$ cat src/rtl/rf_write_arbiter_pkg.sv
// Shared CPU definitions for the register-file write arbiter: register/data
// widths, the zero register and the arbiter state encoding.
package rf_write_arbiter_pkg;

  localparam int REG_W  = 5;
  localparam int DATA_W = 32;

  localparam logic [REG_W-1:0] REG_ZERO = '0;

  typedef enum logic [1:0] {
    IDLE  = 2'd0,
    HELD  = 2'd1,
    FORCE = 2'd2
  } arb_state_e;

  // Register 0 is hardwired; only nonzero destinations are real writes.
  function automatic logic is_write_reg(input logic [REG_W-1:0] r);
    return r != REG_ZERO;
  endfunction

endpackage

$ cat src/rtl/rf_write_arbiter_if.sv
// Bundles the WB, MDU, decode and register-file write signals around the
// arbiter. The master side is the pipeline/MDU/RF environment, the slave
// side is the arbiter itself.
interface rf_write_arbiter_if;
  import rf_write_arbiter_pkg::*;

  logic              wb_valid;
  logic [REG_W-1:0]  wb_reg;
  logic [DATA_W-1:0] wb_data;
  logic              mdu_valid;
  logic [REG_W-1:0]  mdu_reg;
  logic [DATA_W-1:0] mdu_data;
  logic              mdu_ready;
  logic [REG_W-1:0]  rs_addr;
  logic [REG_W-1:0]  rt_addr;
  logic              rs_pending;
  logic              rt_pending;
  logic              pipe_stall;
  logic              rf_we;
  logic [REG_W-1:0]  rf_waddr;
  logic [DATA_W-1:0] rf_wdata;

  modport master (
    output wb_valid, wb_reg, wb_data,
    output mdu_valid, mdu_reg, mdu_data,
    output rs_addr, rt_addr,
    input  mdu_ready, rs_pending, rt_pending, pipe_stall,
    input  rf_we, rf_waddr, rf_wdata
  );

  modport slave (
    input  wb_valid, wb_reg, wb_data,
    input  mdu_valid, mdu_reg, mdu_data,
    input  rs_addr, rt_addr,
    output mdu_ready, rs_pending, rt_pending, pipe_stall,
    output rf_we, rf_waddr, rf_wdata
  );

endinterface

$ cat src/rtl/rf_write_arbiter_buffer.sv
// One-entry holding register for an MDU result waiting for a write slot,
// with source-register match outputs used for decode interlocks.
module rf_wr_buffer
  import rf_write_arbiter_pkg::*;
(
  input  logic              clk,
  input  logic              reset,
  input  logic              load,
  input  logic              kill,
  input  logic              drain,
  input  logic [REG_W-1:0]  ld_reg,
  input  logic [DATA_W-1:0] ld_data,
  input  logic [REG_W-1:0]  rs_addr,
  input  logic [REG_W-1:0]  rt_addr,
  output logic              buf_valid,
  output logic [REG_W-1:0]  buf_reg,
  output logic [DATA_W-1:0] buf_data,
  output logic              rs_match,
  output logic              rt_match
);

  // Load wins over kill/drain so a slot freed this cycle can be refilled at once.
  always_ff @(posedge clk or posedge reset) begin
    if (reset) begin
      buf_valid <= 1'b0;
      buf_reg   <= REG_ZERO;
      buf_data  <= '0;
    end else if (load) begin
      buf_valid <= 1'b1;
      buf_reg   <= ld_reg;
      buf_data  <= ld_data;
    end else if (kill || drain) begin
      buf_valid <= 1'b0;
    end
  end

  assign rs_match = buf_valid && (rs_addr == buf_reg) && is_write_reg(rs_addr);
  assign rt_match = buf_valid && (rt_addr == buf_reg) && is_write_reg(rt_addr);

endmodule

$ cat src/rtl/rf_write_arbiter.sv
// Arbitrates the register file's single write port between the WB stage and
// the MDU result path. One MDU result can be parked; it takes idle slots and,
// if WB keeps the port busy for STARVE_LIMIT cycles, a one-cycle stall forces
// it through.
module rf_write_arbiter
  import rf_write_arbiter_pkg::*;
#(
  parameter int STARVE_LIMIT = 8,
  parameter int CNT_W        = 4
) (
  input  logic                clk,
  input  logic                reset,
  rf_write_arbiter_if.slave   bus
);

  arb_state_e        state;
  logic [CNT_W-1:0]  starve_cnt;
  logic [CNT_W-1:0]  cnt_inc;
  logic              starve_hit;

  logic              wb_req;
  logic              mdu_take;
  logic              load;
  logic              kill;
  logic              drain;

  logic              buf_valid;
  logic [REG_W-1:0]  buf_reg;
  logic [DATA_W-1:0] buf_data;
  logic              rs_match;
  logic              rt_match;

  logic              mdu_ready;
  logic              pipe_stall;
  logic              rf_we;
  logic [REG_W-1:0]  rf_waddr;
  logic [DATA_W-1:0] rf_wdata;

  assign wb_req     = bus.wb_valid && is_write_reg(bus.wb_reg);
  // A result for register 0 is still accepted but has nothing to write.
  assign mdu_take   = bus.mdu_valid && is_write_reg(bus.mdu_reg);
  assign cnt_inc    = starve_cnt + CNT_W'(1);
  assign starve_hit = (cnt_inc == CNT_W'(STARVE_LIMIT));

  rf_wr_buffer u_buffer (
    .clk       (clk),
    .reset     (reset),
    .load      (load),
    .kill      (kill),
    .drain     (drain),
    .ld_reg    (bus.mdu_reg),
    .ld_data   (bus.mdu_data),
    .rs_addr   (bus.rs_addr),
    .rt_addr   (bus.rt_addr),
    .buf_valid (buf_valid),
    .buf_reg   (buf_reg),
    .buf_data  (buf_data),
    .rs_match  (rs_match),
    .rt_match  (rt_match)
  );

  // Per-cycle grant decision and buffer controls from the current state and inputs.
  always_comb begin
    mdu_ready  = 1'b1;
    pipe_stall = 1'b0;
    rf_we      = 1'b0;
    rf_waddr   = REG_ZERO;
    rf_wdata   = '0;
    load       = 1'b0;
    kill       = 1'b0;
    drain      = 1'b0;
    case (state)
      IDLE: begin
        if (wb_req) begin
          rf_we    = 1'b1;
          rf_waddr = bus.wb_reg;
          rf_wdata = bus.wb_data;
          load     = mdu_take;
        end else if (mdu_take) begin
          // Free port: the MDU result goes straight through, never parked.
          rf_we    = 1'b1;
          rf_waddr = bus.mdu_reg;
          rf_wdata = bus.mdu_data;
        end
      end
      HELD: begin
        if (wb_req) begin
          rf_we     = 1'b1;
          rf_waddr  = bus.wb_reg;
          rf_wdata  = bus.wb_data;
          // The younger WB write to the same register makes the parked value dead.
          kill      = (bus.wb_reg == buf_reg);
          mdu_ready = kill;
          load      = kill && mdu_take;
        end else begin
          rf_we    = 1'b1;
          rf_waddr = buf_reg;
          rf_wdata = buf_data;
          drain    = 1'b1;
          load     = mdu_take;
        end
      end
      FORCE: begin
        // WB is frozen and will re-present its write next cycle.
        pipe_stall = 1'b1;
        rf_we      = 1'b1;
        rf_waddr   = buf_reg;
        rf_wdata   = buf_data;
        drain      = 1'b1;
        load       = mdu_take;
      end
      default: begin
        mdu_ready = 1'b1;
      end
    endcase
  end

  // State and starvation counter: count WB wins over a parked result, force it at the limit.
  always_ff @(posedge clk or posedge reset) begin
    if (reset) begin
      state      <= IDLE;
      starve_cnt <= '0;
    end else begin
      case (state)
        IDLE: begin
          starve_cnt <= '0;
          state      <= load ? HELD : IDLE;
        end
        HELD: begin
          if (wb_req && !kill) begin
            starve_cnt <= cnt_inc;
            state      <= starve_hit ? FORCE : HELD;
          end else begin
            starve_cnt <= '0;
            state      <= load ? HELD : IDLE;
          end
        end
        FORCE: begin
          starve_cnt <= '0;
          state      <= load ? HELD : IDLE;
        end
        default: begin
          starve_cnt <= '0;
          state      <= IDLE;
        end
      endcase
    end
  end

  assign bus.mdu_ready  = mdu_ready;
  assign bus.pipe_stall = pipe_stall;
  assign bus.rf_we      = rf_we;
  assign bus.rf_waddr   = rf_waddr;
  assign bus.rf_wdata   = rf_wdata;
  assign bus.rs_pending = rs_match;
  assign bus.rt_pending = rt_match;

endmodule

$ cat src/flat_wrapper.sv
// flat-port wrapper written by rule: the top's interface ports become plain ports
module rf_write_arbiter_flat import rf_write_arbiter_pkg::*;
#(
  parameter int STARVE_LIMIT = 8,
  parameter int CNT_W        = 4
)
  (clk, reset, bus_wb_valid, bus_wb_reg, bus_wb_data, bus_mdu_valid, bus_mdu_reg, bus_mdu_data, bus_rs_addr, bus_rt_addr, bus_mdu_ready, bus_rs_pending, bus_rt_pending, bus_pipe_stall, bus_rf_we, bus_rf_waddr, bus_rf_wdata);
  rf_write_arbiter_if bus_i ();
  input  logic clk;
  input  logic reset;
  input wire logic [$bits(bus_i.wb_valid)-1:0] bus_wb_valid;
  input wire logic [$bits(bus_i.wb_reg)-1:0] bus_wb_reg;
  input wire logic [$bits(bus_i.wb_data)-1:0] bus_wb_data;
  input wire logic [$bits(bus_i.mdu_valid)-1:0] bus_mdu_valid;
  input wire logic [$bits(bus_i.mdu_reg)-1:0] bus_mdu_reg;
  input wire logic [$bits(bus_i.mdu_data)-1:0] bus_mdu_data;
  input wire logic [$bits(bus_i.rs_addr)-1:0] bus_rs_addr;
  input wire logic [$bits(bus_i.rt_addr)-1:0] bus_rt_addr;
  output wire logic [$bits(bus_i.mdu_ready)-1:0] bus_mdu_ready;
  output wire logic [$bits(bus_i.rs_pending)-1:0] bus_rs_pending;
  output wire logic [$bits(bus_i.rt_pending)-1:0] bus_rt_pending;
  output wire logic [$bits(bus_i.pipe_stall)-1:0] bus_pipe_stall;
  output wire logic [$bits(bus_i.rf_we)-1:0] bus_rf_we;
  output wire logic [$bits(bus_i.rf_waddr)-1:0] bus_rf_waddr;
  output wire logic [$bits(bus_i.rf_wdata)-1:0] bus_rf_wdata;
  assign bus_i.wb_valid = bus_wb_valid;
  assign bus_i.wb_reg = bus_wb_reg;
  assign bus_i.wb_data = bus_wb_data;
  assign bus_i.mdu_valid = bus_mdu_valid;
  assign bus_i.mdu_reg = bus_mdu_reg;
  assign bus_i.mdu_data = bus_mdu_data;
  assign bus_i.rs_addr = bus_rs_addr;
  assign bus_i.rt_addr = bus_rt_addr;
  assign bus_mdu_ready = bus_i.mdu_ready;
  assign bus_rs_pending = bus_i.rs_pending;
  assign bus_rt_pending = bus_i.rt_pending;
  assign bus_pipe_stall = bus_i.pipe_stall;
  assign bus_rf_we = bus_i.rf_we;
  assign bus_rf_waddr = bus_i.rf_waddr;
  assign bus_rf_wdata = bus_i.rf_wdata;
  rf_write_arbiter #(.STARVE_LIMIT(STARVE_LIMIT), .CNT_W(CNT_W)) u_core (.clk(clk), .reset(reset), .bus(bus_i));
endmodule
$ cat config.mk
export PLATFORM = sky130hd
export DESIGN_NAME = rf_write_arbiter_flat
export DESIGN_NICKNAME = d
export VERILOG_FILES = /design/src/rtl/rf_write_arbiter_pkg.sv /design/src/rtl/rf_write_arbiter_if.sv /design/src/rtl/rf_write_arbiter_buffer.sv /design/src/rtl/rf_write_arbiter.sv /design/src/flat_wrapper.sv
export SDC_FILE = /design/constraint.sdc
export NUM_CORES = 1
export LEC_CHECK = 0
export CAP_MARGIN = 20
export CORE_MARGIN = 2
export CORE_UTILIZATION = 35
export DETAILED_ROUTE_END_ITERATION = 7
export PLACE_DENSITY = 0.69
export RECOVER_POWER = 100
export SETUP_SLACK_MARGIN = 0.5
export SLEW_MARGIN = 25
export SYNTH_ARGS = -nofsm -noshare
export SYNTH_HDL_FRONTEND = slang
export SYNTH_HIERARCHICAL = 1
export SYNTH_SLANG_ARGS = --single-unit
$ cat constraint.sdc
create_clock -name clk -period 4.65 [get_ports clk]
set_input_delay 0.6975 -clock clk [delete_from_list [all_inputs] [get_ports clk]]
set_output_delay 0.6975 -clock clk [all_outputs]
set_load 0.02 [all_outputs]
* Yosys cells after proc, flatten, opt, wreduce, memory -nomap -nowiden
Cells that the tools add are included.
** Word-level totals
- Output and inout port bits :: 42
- Logic and storage cells :: 59
- Input bits :: 88
- Register bits after elaboration :: 44
** Cells by class
- Equality and inequality tests :: 6
- Add/sub/neg operators :: 1
- Muxes and demuxes :: 29
- Reduce and logical (&&, ||, !) cells :: 18
** Operator list (number)
- $mux W32 :: 3
- $pmux W32 S3 :: 1
- $reduce_bool A5 Y1 :: 4
- $eq A5 B5 Y1 :: 3
- $mux W5 :: 3
- $pmux W5 S3 :: 1
- $mux W1 :: 13
- $logic_and A1 B1 Y1 :: 8
- $mux W4 :: 2
- $add A4 B1 Y4 const B :: 1
- $eq A4 B4 Y1 const B :: 1
- $mux W2 :: 2
- $pmux W1 S2 :: 2
- $pmux W2 S2 :: 1
- $reduce_or A2 Y1 :: 2
- $pmux W1 S3 :: 1
- $eq A2 B1 Y1 const B :: 1
- $eq A2 B2 Y1 const B :: 1
- $logic_not A2 Y1 :: 1
- $reduce_bool A2 Y1 :: 1
- $logic_not A1 Y1 :: 1
- $logic_or A1 B1 Y1 :: 1

* Logic depth before layout (Yosys ltp)
- Depth in word-level cells :: 8
- Depth in mapped cells :: 10
- Gate-level depth less buffers :: 7

* Modules after synthesis
Netlist, hierarchy kept.
** By module, submodules not included
- rf_wr_buffer :: times used 1, cells an instance 103, seq. area each 950.9 µm², area each 1555.2 µm²
- rf_write_arbiter :: times used 1, cells an instance 162, seq. area each 150.1 µm², area each 1326.3 µm²

* Worst setup path after synthesis
OpenSTA, ideal clock, no wires.
- Kind :: input to output
- Start point :: input port bus_mdu_reg[1]
- End point :: output port bus_rf_waddr[2]
- Stages on the path :: 6
- Data required time :: 3.953 ns
- Buffers on the path :: 2
- Data arrival time :: 1.903 ns
- Slack :: 2.050 ns
- Cells stage by stage :: nor4_2 > a21oi_1 > and3_1 > buf_6 > buf_6 > a221o_1
** Between the ends
- Word-level cells in the longest chain between the ends :: 5
** RTL lines
- from (decl) :: RTL line flat_wrapper.sv:15 : input wire logic [$bits(bus_i.mdu_reg)-1:0] bus_mdu_reg;
- $reduce_bool A5 Y1 :: RTL line rf_write_arbiter_pkg.sv:18 : return r != REG_ZERO;
- $logic_and A1 B1 Y1 :: RTL line rf_write_arbiter.sv:41 : assign mdu_take = bus.mdu_valid && is_write_reg(bus.mdu_reg);
- $mux W5 :: RTL line rf_write_arbiter.sv:79 : end else if (mdu_take) begin
- $mux W5 :: RTL line rf_write_arbiter.sv:74 : if (wb_req) begin
- $pmux W5 S3 :: RTL line rf_write_arbiter.sv:72 : case (state)
- to (decl) :: RTL line flat_wrapper.sv:24 : output wire logic [$bits(bus_i.rf_waddr)-1:0] bus_rf_waddr;
No other way between the ends.

* Worst setup path in the final report
- Start point :: input port bus_wb_reg[4]
- End point :: output port bus_rf_wdata[13]
** Between the ends
- Word-level cells in the longest chain between the ends :: 4
- Elaborated cells on any way between the ends :: 5
- Classes of those cells :: 3 x mux; 2 x reduce/logical
** RTL lines
- from (decl) :: RTL line flat_wrapper.sv:12 : input wire logic [$bits(bus_i.wb_reg)-1:0] bus_wb_reg;
- $reduce_bool A5 Y1 (*) :: RTL line rf_write_arbiter_pkg.sv:18
- $logic_and A1 B1 Y1 (*) :: RTL line rf_write_arbiter.sv:39 : assign wb_req = bus.wb_valid && is_write_reg(bus.wb_reg);
- $mux W32, on equally long branches :: RTL line rf_write_arbiter.sv:87, rf_write_arbiter.sv:74
- $pmux W32 S3 (*) :: RTL line rf_write_arbiter.sv:72
- to (decl) :: RTL line flat_wrapper.sv:25 : output wire logic [$bits(bus_i.rf_wdata)-1:0] bus_rf_wdata;
Every way passes the cells marked *; elsewhere a longest branch is shown, timed or not.

==> impl_metrics.csv <==
group,metric,value,unit
critical_path,worstSetupEndpointType,"primary output",
routing,drc,0,
sta,slew_violations,39,
floorplanning,initial_core_util,35.6,%
hold_path,hp-start,"u_core/u_buffer/buf_data[5]",
placed_design,dp_slack,812,ps
cells_and_area,syn2layout_area_growth,49.6,%
logic_synthesis,ys_seq_area_share,38.2,%
global_route,track_usage,17.3,%
sta,finalHoldViolations,0,
cells_and_area,stdcell_area,0.00431,mm2
logic_synthesis,synth_area_leader_cell,"dfrtp_1",
sta,worst_pin_slew,2040,ps
critical_path,crit_chain,"dlygate4sd3_1 -> nor3_4 -> a211oi_2 -> buf_4 -> and2_1 -> a221o_1 -> dlygate4sd3_1",
critical_path,worst_path_max_delay_cell,"dlygate4sd3_1",
critical_path,rrSetupSlack,1190,ps
critical_path,path_max_fanout,21,
placed_design,dp.cells,490,
hold_path,hold_end,"u_core/u_buffer/buf_data[5]",
power_and_ir_drop,p_per_area,455,mW/mm2
sta,rsz0062_at_grt,"no",
routing,drtAntennaViolNets,0,
flow_run,max_cap_viol_count,1,
clock_network,ctsHoldBuffers,0,
logic_synthesis,syn_area,0.00288,mm2
critical_path,startpoint_type,"input pin",
cells_and_area,stdcell_count,497,
placed_design,dpl.hpwl,5.75,mm
clock_network,htree_num_levels,2,
clock_network,cts-root-buf,"clkbuf_8",
cells_and_area,fill_cells,755,
power_and_ir_drop,power.static_leakage,1.78,nW
critical_path,crit_type,"input pin to primary output",
run_status,outcome,"finished with violations",
routing,drt_first_iter_violations,130,
hold_path,hold_depth,1,
floorplanning,io_pins,130,
sta,fin_setup_tns,0,ps
global_route,grt_pass1_vias,2532,
logic_synthesis,synth_top_area_share,38.2,%
cells_and_area,diodes,0,
run_status,violations,"capacitance limit, slew limit",
critical_path,r2r-end,"u_core/u_buffer/buf_data[29]",
floorplanning,die_h,94.7,um
logic_synthesis,yosysWarnings,6,
routing,dr.pass1.iters,4,
clock_network,cts_setup_buffers,0,
power_and_ir_drop,fin_total_pwr,1.96,mW
logic_synthesis,syn-instance-count,265,
cells_and_area,largest_reg_flops,32,
floorplanning,core_area,0.00809,mm2
floorplanning,dieArea,0.00897,mm2
logic_synthesis,ys_ff_latch,44,
sta,fin_crit_sh,88.0,%
routing,wl_per_cell,15.3,um
clock_network,cts.path.max_buffers,2,
critical_path,rr_worst_depth,6,
critical_path,r2r-start,"u_core/u_buffer/buf_reg[4]",
sta,clock_skew,3.75,ps
logic_synthesis,yosys-top-cells-count,"44 x dfrtp_1, 36 x mux2_2, 35 x a221o_1",
critical_path,crit_required,3950,ps
logic_synthesis,ys_types,43,
placed_design,io_buffers,129,
clock_network,insertion_delay,290,ps
critical_path,crit_top_cell,"dlygate4sd3_1",
placed_design,place_area,0.00425,mm2
global_route,grt_overflow_total,0,
logic_synthesis,synth_flop_cell,"dfrtp_1",
power_and_ir_drop,peakVddDrop,0.190,mV
routing,vias,2536,
clock_network,path_clk_slew,80,ps
hold_path,hp-class,"flop to flop",
logic_synthesis,synth.most_common_cell,"dfrtp_1",
clock_network,cts_sinks,44,
sta,finalSetupViolCount,0,
sta,timing.fmax,0.244,GHz
logic_synthesis,avgSynthCellArea,10.9,um2
routing,viasPerCell,5.10,
logic_synthesis,syn_nets,359,
global_route,grt_max_degree,39,
logic_synthesis,async_reset_ff_share,100,%
clock_network,numCtsBuffers,5,
critical_path,path_buf_inv,3,
cells_and_area,post_route_cells_drive_above_1_share,14.5,%
critical_path,critical_path.top_delay_family,"buffers and inverters",
global_route,antenna_found_initial,0,
logic_synthesis,synth_edf_count,0,
clock_network,tritoncts,"done",
logic_synthesis,synth.area.top_cells,"dfrtp_1 38%, mux2_2 14%, a221o_1 12%",
global_route,grt_pass1_wl,12.3,mm
floorplanning,fp-row-count,33,
sta,slew_headroom,-36.2,%
clock_network,ctsResizeCount,0,
placed_design,place_congestion,0.848,
cells_and_area,final_nets,486,
routing,routed_wl,7.59,mm
sta,period_minus_slack,4090,ps
sta,fin_ws,559,ps
floorplanning,die_w,94.7,um
critical_path,max_stage_delay,690,ps
critical_path,cp_data_arrival_time,3390,ps
==> stage by stage <==
stage	utilization, %	hold slack, ps
after floorplan	-	459
after global placement	52.5	469
after detailed placement	52.5	485
after CTS	53.6	503
after global routing	53.3	524
final	53.3	501
==> power by group <==
group | internal, mW | switching, mW
Clock | 0.132 | 0.120
Sequential | 0.556 | 0.131
Combinational | 0.555 | 0.467
Total | 1.24 | 0.719
==> layer usage <==
metal | global-route usage (%) | share of wire [%] | wire length (um)
met4 | 2.90 | 0.41 | 31
met3 | 5.19 | 8.1 | 617
met1 | 22.5 | 44 | 3300
met5 | 0 | 0 | 0
met2 | 29.0 | 48 | 3630
==> worst max-delay path by stage <==
stage                                   to  cells past startpoint  slack [ps]            from
after floorplan            bus_rf_waddr[2]                      6        2050  bus_mdu_reg[1]
after global placement    bus_rf_wdata[12]                      7         880   bus_wb_reg[1]
after detailed placement  bus_rf_wdata[13]                      7         810    bus_wb_valid
after CTS                 bus_rf_wdata[13]                      7         810    bus_wb_valid
after global routing       bus_rf_waddr[4]                      7         350   bus_wb_reg[4]
final                     bus_rf_wdata[13]                      7         560   bus_wb_reg[4]
==> placed cells by master (no fill, tap or decap), types with 2 or more instances in the layout <==
cell,count
a21oi_1,4
nand2_1,8
a31oi_1,3
nand3_1,4
a21boi_0,2
a211oi_1,3
xnor2_1,9
xor2_1,6
o21ai_0,2
nor2_1,14
nor3_1,3
inv_1,9
clkbuf_8,7
and3_1,4
o21ai_1,2
mux2_2,36
buf_4,4
ha_1,6
dfrtp_1,44
clkbuf_2,2
and2_1,33
clkdlybuf4s50_1,91
a221o_1,35
dlygate4sd3_1,38
==> cell type report <==
| type | instances | area (um2) | area share (%) |
|---|---|---|---|
| multi-input combinational | 195 | 1610 | 37.3 |
| timing repair buffer | 136 | 1340 | 31.0 |
| sequential | 44 | 1100 | 25.5 |
| tap | 105 | 131 | 3.05 |
| clock buffer | 7 | 96.3 | 2.24 |
| inverter | 10 | 37.5 | 0.871 |
==> kinds of logic (layout without fill, tap and decap cells) <==
kind of cell,count (synthesis),after routing,share of synthesized area (%)
simple gates,74,74,14.8
buf+inv,26,153,6.12
xor+xnor,15,15,4.56
mux,37,37,14.5
compound gates,63,63,19.3
flops,44,44,38.2
fa+ha+maj,6,6,2.61
No activity file was read; power rests on OpenSTA's default activity.
